**src/rtl/mem_arbiter.sv**
```systemverilog
// rtl/mem_arbiter.sv - IFU/LSU arbiter in front of a single-outstanding memory port
//
// Purpose: grants one of two requesters (instruction fetch, load/store) access
// to a memory port. One transaction is in flight at a time. IDLE accepts a
// request, REQ presents it to memory until mem_req_ready, and RESP waits for
// mem_resp_valid. The response is registered and pulsed to the owner one cycle
// later.
// Ports:
//   clk, rst             clock, synchronous active-high reset
//   ifu_req_*            fetch request (read only), ready pulses on accept
//   ifu_resp_*           fetch response, one-cycle valid pulse
//   lsu_req_*            load/store request with we/wdata/mask
//   lsu_resp_*           load/store response, one-cycle valid pulse
//   mem_req_*            request to memory, held stable until mem_req_ready
//   mem_resp_*           response from memory, honoured only while waiting
// Config: define ARB_RR_EN for alternating arbitration on conflicts.
//         The default build gives the LSU fixed priority.
module mem_arbiter #(
  parameter int ADDR_W = 64
) (
  input  logic              clk,
  input  logic              rst,
  input  logic              ifu_req_valid,
  input  logic [ADDR_W-1:0] ifu_req_addr,
  output logic              ifu_req_ready,
  output logic              ifu_resp_valid,
  output logic [63:0]       ifu_resp_data,
  input  logic              lsu_req_valid,
  input  logic              lsu_req_we,
  input  logic [ADDR_W-1:0] lsu_req_addr,
  input  logic [63:0]       lsu_req_wdata,
  input  logic [7:0]        lsu_req_mask,
  output logic              lsu_req_ready,
  output logic              lsu_resp_valid,
  output logic [63:0]       lsu_resp_data,
  output logic              mem_req_valid,
  input  logic              mem_req_ready,
  output logic              mem_req_we,
  output logic [ADDR_W-1:0] mem_req_addr,
  output logic [63:0]       mem_req_wdata,
  output logic [7:0]        mem_req_mask,
  input  logic              mem_resp_valid,
  input  logic [63:0]       mem_resp_data
);

  typedef enum logic [1:0] {S_IDLE, S_REQ, S_RESP} state_t;

  state_t            state_q, state_d;
  logic              owner_q, owner_d;   // 1 = LSU owns the transaction
  logic              last_q, last_d;     // 1 = LSU won the last accept
  logic              we_q, we_d;
  logic [ADDR_W-1:0] addr_q, addr_d;
  logic [63:0]       wdata_q, wdata_d;
  logic [7:0]        mask_q, mask_d;
  logic [63:0]       rdata_q, rdata_d;
  logic              ifu_rv_q, ifu_rv_d;
  logic              lsu_rv_q, lsu_rv_d;
  logic              grant_lsu;
  logic              in_req;

  // A lone valid request always wins. On a conflict, the policy decides.
  always_comb begin
`ifdef ARB_RR_EN
    grant_lsu = lsu_req_valid && (!ifu_req_valid || !last_q);
`else
    grant_lsu = lsu_req_valid;
`endif
  end

  always_comb begin
    state_d       = state_q;
    owner_d       = owner_q;
    last_d        = last_q;
    we_d          = we_q;
    addr_d        = addr_q;
    wdata_d       = wdata_q;
    mask_d        = mask_q;
    rdata_d       = rdata_q;
    ifu_rv_d      = 1'b0;
    lsu_rv_d      = 1'b0;
    ifu_req_ready = 1'b0;
    lsu_req_ready = 1'b0;
    case (state_q)
      S_IDLE: begin
        // Readies are suppressed under reset so nothing is handed off.
        if (!rst && (ifu_req_valid || lsu_req_valid)) begin
          ifu_req_ready = !grant_lsu;
          lsu_req_ready = grant_lsu;
          owner_d       = grant_lsu;
          last_d        = grant_lsu;
          state_d       = S_REQ;
          if (grant_lsu) begin
            we_d    = lsu_req_we;
            addr_d  = lsu_req_addr;
            wdata_d = lsu_req_wdata;
            mask_d  = lsu_req_mask;
          end else begin
            we_d    = 1'b0;
            addr_d  = ifu_req_addr;
            wdata_d = '0;
            mask_d  = 8'hff;
          end
        end
      end
      S_REQ: begin
        if (mem_req_ready) state_d = S_RESP;
      end
      S_RESP: begin
        if (mem_resp_valid) begin
          rdata_d  = mem_resp_data;
          ifu_rv_d = !owner_q;
          lsu_rv_d = owner_q;
          state_d  = S_IDLE;
        end
      end
      default: state_d = S_IDLE;
    endcase
  end

  always_ff @(posedge clk) begin
    if (rst) begin
      state_q  <= S_IDLE;
      owner_q  <= 1'b0;
      last_q   <= 1'b0;
      we_q     <= 1'b0;
      addr_q   <= '0;
      wdata_q  <= '0;
      mask_q   <= '0;
      rdata_q  <= '0;
      ifu_rv_q <= 1'b0;
      lsu_rv_q <= 1'b0;
    end else begin
      state_q  <= state_d;
      owner_q  <= owner_d;
      last_q   <= last_d;
      we_q     <= we_d;
      addr_q   <= addr_d;
      wdata_q  <= wdata_d;
      mask_q   <= mask_d;
      rdata_q  <= rdata_d;
      ifu_rv_q <= ifu_rv_d;
      lsu_rv_q <= lsu_rv_d;
    end
  end

  // Outputs are forced low while rst is high, even before the reset edge.
  assign in_req         = (state_q == S_REQ) && !rst;
  assign mem_req_valid  = in_req;
  assign mem_req_we     = in_req ? we_q : 1'b0;
  assign mem_req_addr   = in_req ? addr_q : '0;
  assign mem_req_wdata  = in_req ? wdata_q : '0;
  assign mem_req_mask   = in_req ? mask_q : '0;
  assign ifu_resp_valid = ifu_rv_q && !rst;
  assign lsu_resp_valid = lsu_rv_q && !rst;
  assign ifu_resp_data  = rst ? '0 : rdata_q;
  assign lsu_resp_data  = rst ? '0 : rdata_q;

endmodule

```
**config.mk**
```make
export PLATFORM = sky130hd
export DESIGN_NAME = mem_arbiter
export DESIGN_NICKNAME = d
export VERILOG_FILES = /design/src/rtl/mem_arbiter.sv
export SDC_FILE = /design/constraint.sdc
export NUM_CORES = 1
export LEC_CHECK = 0
export ABC_AREA = 1
export BUFFER_PORTS_ARGS = -buffer_cell sky130_fd_sc_hd__clkbuf_2
export CAP_MARGIN = 5
export CORE_AREA = 3 3 208 210
export DETAILED_ROUTE_END_ITERATION = 8
export DIE_AREA = 0 0 211 213
export HOLD_SLACK_MARGIN = 0.08
export PLACE_DENSITY_LB_ADDON = 0.2
export SLEW_MARGIN = 40
export SYNTH_ARGS = -nofsm -noshare
export SYNTH_HDL_FRONTEND = slang
export SYNTH_SLANG_ARGS = --single-unit
```
**constraint.sdc**
```tcl
create_clock -name clk -period 2 [get_ports clk]
set_clock_uncertainty 0.2 [all_clocks]
set_input_delay 0 -clock clk [delete_from_list [all_inputs] [get_ports clk]]
set_output_delay 0 -clock clk [all_outputs]
set_load 0.01 [all_outputs]
```
==> out/results.txt, run 1 <==
H-tree levels: 1
YS warnings: 0
Setup Fix Bufs, Post-CTS: 3
HPWL Detailed: 26100 um
Placed Instances: 2468
Mapped Area: 0.00975 sq mm
stopping stage: clock tree synthesis
Root Driver: clkbuf_16
Avg Cell Area, Syn: 6.39 sq um
gpl congestion: 0.789
status: aborted with a tool error
Synth area leaders: dfxtp_1 (42%), nand2_1 (18%), a21oi_1 (10%), nor2_1 (8.3%), inv_1 (8.0%)
Die Y: 213 um
library cells used by synthesis: 17
Sink Count: 206
biggest area consumer among synthesized cells: dfxtp_1
count of boundary I/O pins: 541
Err: [ERROR RSZ-0060] Max buffer count reached.
post_cts resized: 9
Starting Density: 23.4%
Mapped Cells: 1526
Synth Net Count: 1797
num rows: 75
Max clock buf depth: 3
hold_buf cts: 505
register area share after synthesis: 42.3%
FF+latch count, synth: 206
number of buffers created by CTS: 27
I/O Buffers: 540
Chip Width: 211 um
Synth top area share: 42.3%
-- cells in the mapped netlist (all sizes together) --
library cell / n
nand2: 473
nor2: 217
inv: 213
dfxtp: 206
a21oi: 198
buf: 128
nand3: 43
clkbuf: 32
o21ai: 14
nand4: 1
nor3: 1
-- cells by family after synthesis --
kind of cell           share of synthesized area (%)
flip-flops                                      42.3
AND/OR/NAND/NOR                                 29.0
AO/OA/AOI/OAI                                   10.9
buffers and inverters                           17.8
-- per-stage QoR --
stage	util, %	instance area [sq um]	hold slack (ns)	worst slack, ns
detailed placement	30.0	12500	0.0382	0.229
global placement	30.0	12500	0.0341	0.269
floorplan	-	9750	-0.0571	0.609
==> run 2: changes to the inputs <==
--- a/config.mk
+++ b/config.mk
@@ -11,8 +11,7 @@
 export CORE_AREA = 3 3 208 210
 export DETAILED_ROUTE_END_ITERATION = 8
 export DIE_AREA = 0 0 211 213
-export HOLD_SLACK_MARGIN = 0.08
-export PLACE_DENSITY_LB_ADDON = 0.2
+export PLACE_DENSITY_LB_ADDON = 0.15
 export SLEW_MARGIN = 40
 export SYNTH_ARGS = -nofsm -noshare
 export SYNTH_HDL_FRONTEND = slang
==> run 2 against run 1 <==
The run now ends clean. Area after synthesis unchanged. Synthesized cell count unchanged.
==> out/results.txt, run 2 <==
maxcap violations: 0
count of boundary I/O pins: 541 (unchanged)
sw frac: 27.0%
Overflow after GRT: 0
library cells used by synthesis: 17 (unchanged)
most frequent cells in the layout: clkbuf_2 (496), nand2_1 (471), dlygate4sd3_1 (346), inv_1 (208), dfxtp_1 (204)
DRC viols: 0
vias per cell: 4.16
Synth top area share: 42.3% (unchanged)
Pre-antenna DRT Iters: 5
Finished Cell Area: 0.0175 sq mm
die area: 0.0449 sq mm
initial antenna violation count: 2
final hold vios: 0
number of global-route vias before repair: 11800
Clock Latency Late Sink: 0.54 ns
Starting Density: 23.4% (unchanged)
Placed Instances: 2473 (+0.20%)
fmax: 514 MHz
combinational share of power: 19.6%
Synth Net Count: 1797 (unchanged)
peak supply drop: 0.618 mV
NumNets Final: 2601
worst stage delay on the critical path: 0.36 ns
Chip Width: 211 um (unchanged)
biggest area consumer among synthesized cells: dfxtp_1
drt wl/cell: 14.9 um
Sink Count: 206 (unchanged)
CP Capture Type: output port
crit path max fanout: 11
Mapped Area: 0.00975 sq mm (unchanged)
R2R Setup Slk: 0.07 ns
Psw: 3.15 mW
Placement Cell Area: 0.0125 sq mm (about the same)
Period minus WS final: 1.95 ns
FF+latch count, synth: 206 (unchanged)
area grow syn2layout: 79.7%
Max clock buf depth: 3 (unchanged)
total negative slack: 0 ns
worst-path cell chain: buf_6 -> nand3_4 -> buf_12 -> clkbuf_16 -> nor2_2 -> buf_2
Synth area leaders: dfxtp_1 (42%), nand2_1 (18%), a21oi_1 (10%), nor2_1 (8.3%), inv_1 (8.0%)
Avg Cell Area, Syn: 6.39 sq um (unchanged)
Mapped Cells: 1526 (unchanged)
gpl congestion: 0.772 (-2.1%)
Die Y: 213 um (unchanged)
Setup Crit Path Kind: reg -> out
CP bufs+invs: 4
WP data arrival: 1.75 ns
pre-CTS WS: 0.229 ns (-0.000655 ns)
final setup vio count: 0
commonest non-fill, non-tap cell in the layout: clkbuf_2
GRT Total Usage: 17.3%
I/O Buffers: 540 (unchanged)
Post-synth EDFFs: 0 (unchanged)
Final ANT Viol Nets: 0
Regs by FF count: addr_q (64), rdata_q (64), wdata_q (64)
top_reg_cell synth: dfxtp_1
PwrDens: 668 mW/mm^2
final worst path period share: 97.3%
sequential share of power: 38.1%
YS warnings: 0 (unchanged)
Initial DRC Count: 528
H-tree levels: 1 (unchanged)
status: finished, final reports clean
PnR worst setup slack: 0.0543 ns
Worst-path clk slew: 0.06 ns
number of buffers created by CTS: 26 (-3.7%)
Hold Path Class: in -> reg
hold slack final: 0.0204 ns
unrepaired setup endpoints after global routing: true
Post-synth top cells: nand2_1 (472), nor2_1 (216), inv_1 (209)
Worst slew margin: 67.0%
Int Power: 8.54 mW
CTS tree: built
leak pwr: 8.70 nW
startpoint types: register
CP max stage cell: dfxtp_4
Core Area: 0.0418 sq mm
Final Max Tran Viols: 0
CP required: 1.80 ns
cell with the most instances after synthesis: nand2_1
largest net degree at the start of global routing: 86
HPWL Detailed: 28200 um (+8.0%)
share of cells above drive strength 1: 29.4%
Total Wirelength: 42900 um
register area share after synthesis: 42.3% (unchanged)
Crit path max-delay family: buffers and inverters
Worst Max-Slew Pin Slew: 0.494 ns
Layout Cells excl Fill: 2891
layout filler cell count: 4464
first-pass GRT wire length: 62600 um
Async SR Flop Fraction: 0% (unchanged)
clock share of power: 42.3%
via count: 12000
num rows: 75 (unchanged)
Root Driver: clkbuf_16
-- run 2: cell counts after synthesis --
No cell type changed its count.
-- run 2: metal layers --
metal	routed length, um	share of wire (%)	GRT usage, %
met5	0	0	0
met4	796	1.9	4.02
met3	2080	4.8	3.26
met2	21600	50	31.2
met1	18500	43	21.5
-- run 2: cells by family (layout without fill, tap and decap cells) --
| family | Yosys count | count (layout) | synth area share (%) |
|---|---|---|---|
| buf+inv | 373 | 1197 | 17.8 |
| flops | 206 | 206 | 42.3 |
| simple gates | 735 | 735 | 29.0 |
| other cells | 0 | 2 | 0 |
| compound gates | 212 | 212 | 10.9 |
-- run 2: power groups by stage --
| stage | sequential [mW] | combinational, mW | clock [mW] |
|---|---|---|---|
| finish | 4.45 | 2.29 | 4.95 |
| global route | 4.48 | 2.53 | 5.29 |
| global placement | 4.53 | 1.55 | 0 |
| floorplan | 4.51 | 0.902 | 0 |
| CTS | 4.45 | 2.20 | 5.16 |
| detailed placement | 4.54 | 1.54 | 0 |
-- run 2: tightest hold or removal path: cells and delay by family --
kind                   cells  cell delay, ns
AOI/OAI and AO/OA          1            0.05
and+or+nand+nor            3            0.30
buffers and inverters      2            0.35
-- run 2: timing repair --
item / 4_1_cts / 5_1_grt
setup buffers: 6 / 3
gates cloned: 2 / 5
hold buffers: 343 / 9
resized for setup: 42 / 93
endpoints found under the hold margin: 206 / 34
pin swaps: 1 / 3
setup endpoints to repair: 133 / 124
-- run 2: layout make-up --
cell class / instances / area (sq um) / area share (%)
Clock inverter: 9 / 105 / 0.600
Timing Repair Buffer: 936 / 6890 / 39.3
Inverter: 213 / 807 / 4.61
Multi-Input combinational cell: 947 / 4100 / 23.4
Sequential cell: 206 / 4130 / 23.6
Tap cell: 539 / 674 / 3.85
Antenna cell: 2 / 5.00 / 0.0286
Clock buffer: 39 / 811 / 4.63
-- run 2: final timing paths --
kind / from / endpoint / depth (start not counted)
worst max-delay path: state_q[0] / mem_req_wdata[40] / 6
worst min-delay path: lsu_req_valid / addr_q[58] / 6
worst max register to register: state_q[0] / mask_q[1] / 6
worst min register to register: mask_q[0] / mask_q[0] / 2
-- run 2: per-stage QoR --
| step | total power, mW | utilization, % |
|---|---|---|
| 6_report | 11.7 | 42.0 |
| 5_1_grt | 12.3 | 42.0 |
| 4_1_cts | 11.8 | 41.0 |
| 3_5_place_dp | 6.08 | 29.9 |
| 3_3_place_gp | 6.08 | 29.9 |
| 2_1_floorplan | 5.42 | - |
Power figures use the tool's default switching activity.
